--- config.mk ---
export PLATFORM = sky130hd
export DESIGN_NAME = otp_pad_scheduler
export DESIGN_NICKNAME = d
export VERILOG_FILES = /design/src/rtl/otp_pkg.sv /design/src/rtl/otp_free_slot_finder.sv /design/src/rtl/otp_pad_scheduler.sv
export SDC_FILE = /design/constraint.sdc
export NUM_CORES = 1
export LEC_CHECK = 0
export BUFFER_PORTS_ARGS = -buffer_cell sky130_fd_sc_hd__buf_2
export CAP_MARGIN = 20
export CORE_MARGIN = 2
export CORE_UTILIZATION = 63
export DETAILED_ROUTE_END_ITERATION = 7
export HOLD_SLACK_MARGIN = 0.05
export PLACE_DENSITY = 0.84
export SLEW_MARGIN = 40
export SYNTH_ARGS = -nofsm -noshare
export SYNTH_HDL_FRONTEND = slang
export SYNTH_HIERARCHICAL = 1
export SYNTH_SLANG_ARGS = --single-unit
--- constraint.sdc ---
create_clock -name clk -period 4.5 [get_ports clk]
set_input_delay 0.9 -clock clk [delete_from_list [all_inputs] [get_ports clk]]
set_output_delay 0.9 -clock clk [all_outputs]
set_load 0.1 [all_outputs]
--- src/rtl/otp_pkg.sv ---
// Shared widths and enums for the OTP pad scheduler and its helpers.
package otp_pkg;

   localparam int unsigned DATA_W = 8;
   localparam int unsigned IDX_W  = 3;
   localparam int unsigned DEPTH  = 2 ** IDX_W;

   typedef enum logic {IDLE, GRANT} state_e;
   typedef enum logic {ENC, DEC} req_e;

endpackage

--- src/rtl/otp_free_slot_finder.sv ---
// Priority encoder: lowest-index slot whose valid bit is clear.
module otp_free_slot_finder
   import otp_pkg::*;
(
   input  logic [DEPTH-1:0] valid,
   output logic [IDX_W-1:0] free_idx,
   output logic             any_free
);

   // Scan high to low so the lowest free slot is the last one written.
   always_comb begin
      free_idx = '0;
      any_free = 1'b0;
      for (int i = DEPTH - 1; i >= 0; i--) begin
         if (!valid[i]) begin
            free_idx = IDX_W'(i);
            any_free = 1'b1;
         end
      end
   end

endmodule

--- src/rtl/otp_pad_scheduler.sv ---
// Arbitrates encrypt/decrypt requesters over a one-time pad store; each pad is consumed once.
module otp_pad_scheduler
   import otp_pkg::*;
(
   input  logic              clk,
   input  logic              rst_n,
   input  logic              ena,
   input  logic [DATA_W-1:0] pad_in,
   input  logic              enc_req,
   input  logic [DATA_W-1:0] enc_data,
   output logic              enc_ack,
   input  logic              dec_req,
   input  logic [IDX_W-1:0]  dec_idx,
   input  logic [DATA_W-1:0] dec_data,
   output logic              dec_ack,
   output logic [DATA_W-1:0] res_data,
   output logic [IDX_W-1:0]  res_idx,
   output logic              res_err,
   output logic              full,
   output logic              empty
);

   state_e              state_q, state_d;
   req_e                rr_last_q;
   logic [DEPTH-1:0]    valid_q;
   logic [DATA_W-1:0]   mem_q [DEPTH];
   logic                enc_ack_q, dec_ack_q, res_err_q;
   logic [DATA_W-1:0]   res_data_q;
   logic [IDX_W-1:0]    res_idx_q;

   logic [IDX_W-1:0]    free_idx;
   logic                any_free;
   logic                grant_any;
   logic                grant_enc;

   otp_free_slot_finder u_free_slot_finder (
      .valid    (valid_q),
      .free_idx (free_idx),
      .any_free (any_free)
   );

   assign full  = ~any_free;
   assign empty = ~|valid_q;

   // Requests are only sampled in IDLE, so a request held through its own ack is not re-served.
   always_comb begin
      state_d   = state_q;
      grant_any = 1'b0;
      grant_enc = 1'b0;
      unique case (state_q)
         IDLE: begin
            grant_any = ena && (enc_req || dec_req);
            grant_enc = enc_req && (!dec_req || (rr_last_q == DEC));
            if (grant_any) state_d = GRANT;
         end
         GRANT: state_d = IDLE;
         default: state_d = IDLE;
      endcase
   end

   always_ff @(posedge clk) begin
      if (!rst_n) begin
         state_q    <= IDLE;
         rr_last_q  <= DEC;
         valid_q    <= '0;
         enc_ack_q  <= 1'b0;
         dec_ack_q  <= 1'b0;
         res_err_q  <= 1'b0;
         res_data_q <= '0;
         res_idx_q  <= '0;
         for (int i = 0; i < DEPTH; i++) mem_q[i] <= '0;
      end else begin
         state_q   <= state_d;
         enc_ack_q <= 1'b0;
         dec_ack_q <= 1'b0;
         if (grant_any) begin
            if (grant_enc) begin
               enc_ack_q <= 1'b1;
               rr_last_q <= ENC;
               if (any_free) begin
                  mem_q[free_idx]   <= pad_in;
                  valid_q[free_idx] <= 1'b1;
                  res_data_q        <= enc_data ^ pad_in;
                  res_idx_q         <= free_idx;
                  res_err_q         <= 1'b0;
               end else begin
                  res_data_q <= '0;
                  res_idx_q  <= '0;
                  res_err_q  <= 1'b1;
               end
            end else begin
               dec_ack_q <= 1'b1;
               rr_last_q <= DEC;
               res_idx_q <= dec_idx;
               if (valid_q[dec_idx]) begin
                  res_data_q       <= mem_q[dec_idx] ^ dec_data;
                  valid_q[dec_idx] <= 1'b0;
                  res_err_q        <= 1'b0;
               end else begin
                  res_data_q <= '0;
                  res_err_q  <= 1'b1;
               end
            end
         end
      end
   end

   assign enc_ack  = enc_ack_q;
   assign dec_ack  = dec_ack_q;
   assign res_data = res_data_q;
   assign res_idx  = res_idx_q;
   assign res_err  = res_err_q;

endmodule

[Yosys cells after proc, flatten, opt, wreduce, memory -nomap -nowiden]
Memory sizes are Yosys's and may differ from the RTL's.
Cells that the tools add are included.
Storage, ports and cells
  memories: 1
  memory bits (read-only): 0
  register bits after elaboration: 24
  memory bits (writable): 64
  output and inout port bits: 16
  bits in latches: 0
  input port bits: 32
  word-level logic and storage cells: 82
Cells by class
  mux-type cells: 48
  $mul: 0
  add/subtract/negate cells: 0
  bitwise operators: 7
  reduce and logical (&&, ||, !) cells: 13
  divide/modulo/power cells: 0
  equal/unequal tests: 1
  order comparisons: 4
  shift-type cells: 0
Memory list
  mem_q: words 8, bits a word 8, read ports 1, clocked after Yosys merged registers in 0, write ports 8, RTL line otp_pad_scheduler.sv:26  | logic [DATA_W-1:0] mem_q [DEPTH];
Operators by type and width (count)
  $mux W8: 7
  $mux W3: 11
  $mux W1: 26
  $reduce_or A8 Y1: 2
  $xor A8 B8 Y8: 2
  $and A8 B8 Y8: 1
  $lt A3 B4 Y1 const B: 2
  $not A8 Y8: 1
  $or A8 B8 Y8: 1
  $demux W1 S3: 2
  $ge A3 B1 Y1 const B: 2
  $logic_and A1 B1 Y1: 4
  $bmux W1 S3: 1
  $reduce_and A3 Y1: 1
  $logic_not A1 Y1: 2
  $logic_or A1 B1 Y1: 2
  $ne A2 B2 Y1 const B: 1
  $not A1 Y1: 2
  $pmux W1 S2: 1
  $reduce_and A2 Y1: 1
  $reduce_bool A2 Y1: 1

[Longest topological paths before layout]
  depth after elaboration: 15
  mapped depth: 9
  depth with buffers taken out: 7

[By module]
Netlist, hierarchy kept.
Modules (own cells, without submodules)
  otp_pad_scheduler: area each 4247.8 µm², cells each 359, seq. area each 2402.3 µm², instances 1
  otp_free_slot_finder: area each 77.6 µm², cells each 14, seq. area each 0.0 µm², instances 1

[Worst setup path after synthesis]
No wires, ideal clock.
  path kind: flip-flop to output port
  from: reg valid_q[0]
  to: out empty
  data arrival time: 2.135 ns
  path slack: 1.465 ns
  path buffers: 0
  stages on the path, launching flop included: 3
  required time: 3.600 ns
  cell sequence: dfxtp_1 > or4_1 > nor2_1
Between the ends
  longest elaborated chain between the ends: 2
RTL lines
  start, declared: RTL line otp_pad_scheduler.sv:25  | logic [DEPTH-1:0] valid_q;
  start signal, assigned: RTL line otp_pad_scheduler.sv:65  | valid_q <= '0;
  start signal, assigned by index: RTL line otp_pad_scheduler.sv:82  | valid_q[free_idx] <= 1'b1;
  start signal, assigned by index: RTL line otp_pad_scheduler.sv:97  | valid_q[dec_idx] <= 1'b0;
  $reduce_or A8 Y1: RTL line otp_pad_scheduler.sv:43  | assign empty = ~|valid_q;
  $logic_not A1 Y1: RTL line otp_pad_scheduler.sv:43
  end, declared: RTL line otp_pad_scheduler.sv:20  | output logic empty
No other way between the ends.

[Final worst setup path]
  from: reg valid_q[6]
  to: out full
Between the ends
  longest elaborated chain between the ends: 8
RTL lines
  $mux W1 (7 in series): RTL line otp_free_slot_finder.sv:15  | if (!valid[i]) begin
  net any_free: RTL line otp_pad_scheduler.sv:32  | logic any_free;
  $not A1 Y1: RTL line otp_pad_scheduler.sv:42  | assign full = ~any_free;
  end, declared: RTL line otp_pad_scheduler.sv:19  | output logic full,
The timed path passes the listed nets, and every way through them passes these cells.

==> out/results.ini <==
[outcome]
status = finished, final reports clean

[placement]
io_buffers = 47
dp_hpwl_um = 7290
place_congestion = 0.971

[detailed_routing]
avgRoutedWirePerCell_um = 20.6
drt-initial-drc-count = 358
via_count = 3165
totalWireLength_um = 10400
drtAntennaViolNets = 0
drt-met1-wl_um = 4150
drt-vias-per-instance = 6.25
drcViolationCount = 0
top_layer = met4
dr.pass1.iters = 6
dr_wl_met3_um = 963
wl_met2_um = 5050

[sta]
fin_crit_sh_pct = 64.3
final-setup-viol-count = 0
skew_ns = 0.00574
grt_setup_unrepaired = no
period_needed_ns = 2.89
max_freq_mhz = 346
worst_pin_slew_ns = 0.782
maxSlewViolCount = 0
hold_viol = 0
setup_tns_ns = 0
relSlewSlack_pct = 47.5

[critical_path]
rrSetupSlack_ns = 1.70
worst-path-max-fanout = 9
r2r_end = mem_q[1][0]
arrival_ns = 1.99
endpoint = full
worstRegToRegCells = 8
worstReg2RegStart = valid_q[0]
worst_ep_required_time_ns = 3.60
critPathLaunchType = flop
worst_setup_path_end_kind = output port
critPathKind = reg -> out
startpoint = valid_q[6]

[min_path]
hold_start = rr_last_q
hp-class = reg -> reg

[grt]
grt_use_total_pct = 29.7
grt_pass1_vias = 3040
grt_first_pass_wirelength_um = 16300
antenna_found_initial = 0
grt_start_max_net_pins = 31
gr-total-overflow = 0

[logic_synthesis]
async_reset_ff_share_pct = 0
netlist_area_um2 = 4330
ys_types = 48
synth_top_area_share_pct = 44.4
yosysSeqAreaShare_pct = 55.5
synth_top_cells_by_area = edfxtp_1, dfxtp_1, and2_1
ys.flop_type = edfxtp_1
synth_edf_count = 64
yosys_warnings = 6
ys_seq_elements = 88
avgSynthCellArea_um2 = 11.6
synthCells = 373
synth_largest_area_cell = edfxtp_1
synth_nets = 405

[clock_tree]
cts_buffer_depth = 2
cts_num_sinks = 88
postCtsSetupRepairBufs = 0
cts_resized = 0
htree_levels = 3
path_clk_slew_ns = 0.09
clock_latency_ns = 0.36
ctsHoldBuffers = 0
cts-root-buf = clkbuf_8
cts_tree = yes
numCtsBuffers = 9

[floorplan]
placement_rows = 30
start_util_pct = 64.4
pin_count = 48
die-area_um2 = 7540
core_area_um2 = 6720
die_x_um = 86.9
dieHeight_um = 86.9

[job]
cap_violations = 0

[pwr]
powerDensity_nw_per_um2 = 366
p_leak_nw = 1.94
ir_worst_vdd_v = 0.000290
total_power_w = 0.00178

[cells_and_area]
flow.area_growth_from_synthesis_pct = 12.2
n_antenna_cell = 0
final_common_cell = and2_1
layout.nets = 454
layout-drive-gt1-share_pct = 20.4
final_cell_mix = and2_1, edfxtp_1, buf_2, o21ai_0, dfxtp_1

==> cell type report <==
type / count / area [um2]
clock buffers: 9 / 124
clock inverters: 6 / 92.6
fillers: 459 / 1870
inverters: 8 / 30.0
multi-input cells: 262 / 1820
flip-flops and latches: 88 / 2400
well taps: 80 / 100
repair buffers: 53 / 280
==> state kept, by name, indices dropped and copies added (netlist names) <==
signal / flops
res_data: 8
enc_ack: 1
rr_last_q: 1
dec_ack: 1
valid_q: 8
mem_q: 64
res_err: 1
state_q: 1
res_idx: 3
==> where the power goes <==
| group | internal, W | switching, W | total (W) |
|---|---|---|---|
| Sequential | 0.000900 | 0.0000148 | 0.000915 |
| Clock | 0.000314 | 0.000288 | 0.000602 |
| Combinational | 0.0000744 | 0.000187 | 0.000261 |
| Total | 0.00129 | 0.000490 | 0.00178 |
==> how the worst min path moves through the flow <==
stage                endpoint  slack (ns)  cells after the start
floorplan           rr_last_q        0.44                      2
global placement    rr_last_q        0.46                      2
detailed placement  rr_last_q        0.47                      2
CTS                 rr_last_q        0.49                      2
global route        rr_last_q        0.50                      2
finish              rr_last_q        0.48                      2
==> Yosys cell counts, types with 2 or more instances <==
cell and instances:
buf_2 6, mux2i_1 15, mux4_2 5, a211oi_2 2
or2_1 3, xor2_1 3, a221oi_1 2, nor3_1 4
nand2_1 15, a31oi_1 12, a21oi_1 9, a211oi_1 3
or3_1 3, nand3_1 7, o211ai_1 3, or4_1 2
mux2_2 4, clkbuf_1 7, xnor2_1 12, a22oi_1 7
inv_1 8, buf_4 2, nor2_1 22, nand2b_1 7
nor2b_1 5, o22ai_1 2, o21ai_0 27, dfxtp_1 24
and2_1 65, o211a_1 3, nand4_1 3, a31o_1 2
edfxtp_1 64
==> kinds of logic (layout without fill, tap and decap cells) <==
kind of cell           Yosys count  count (layout)  synth area share, %
AND/OR/NAND/NOR                144             144                 19.2
flip-flops                      88              88                 55.5
AO/OA/AOI/OAI                   77              77                 11.9
multiplexers                    26              26                 7.98
buffers and inverters           23              76                 2.34
XOR/XNOR                        15              15                 3.04
==> routing by layer <==
metal  track usage [%]  vias to the layer above
met4              11.4                        0
li1                  -                     1465
met3              7.30                       25
met2              46.4                      192
met1              40.4                     1483
met5                 0                        -
==> through the flow <==
stage	area [um2]	utilization [%]	hold WS (ns)	instances	worst slack, ns
2_1_floorplan	4330	-	0.441	373	1.47
3_3_place_gp	4630	69.0	0.464	491	1.37
3_5_place_dp	4640	69.0	0.472	491	1.33
6_report	4850	72.2	0.482	506	1.61
4_1_cts	4850	72.2	0.486	506	1.60
5_1_grt	4850	72.2	0.503	506	1.51
==> worst max-delay path, cell delays in order, from the launching register on <==
cell     delay, ns
dfxtp_1       0.48
nand2_1       0.11
or3_1         0.53
inv_1         0.09
buf_2         0.42
No activity file was read; power rests on OpenSTA's default activity.
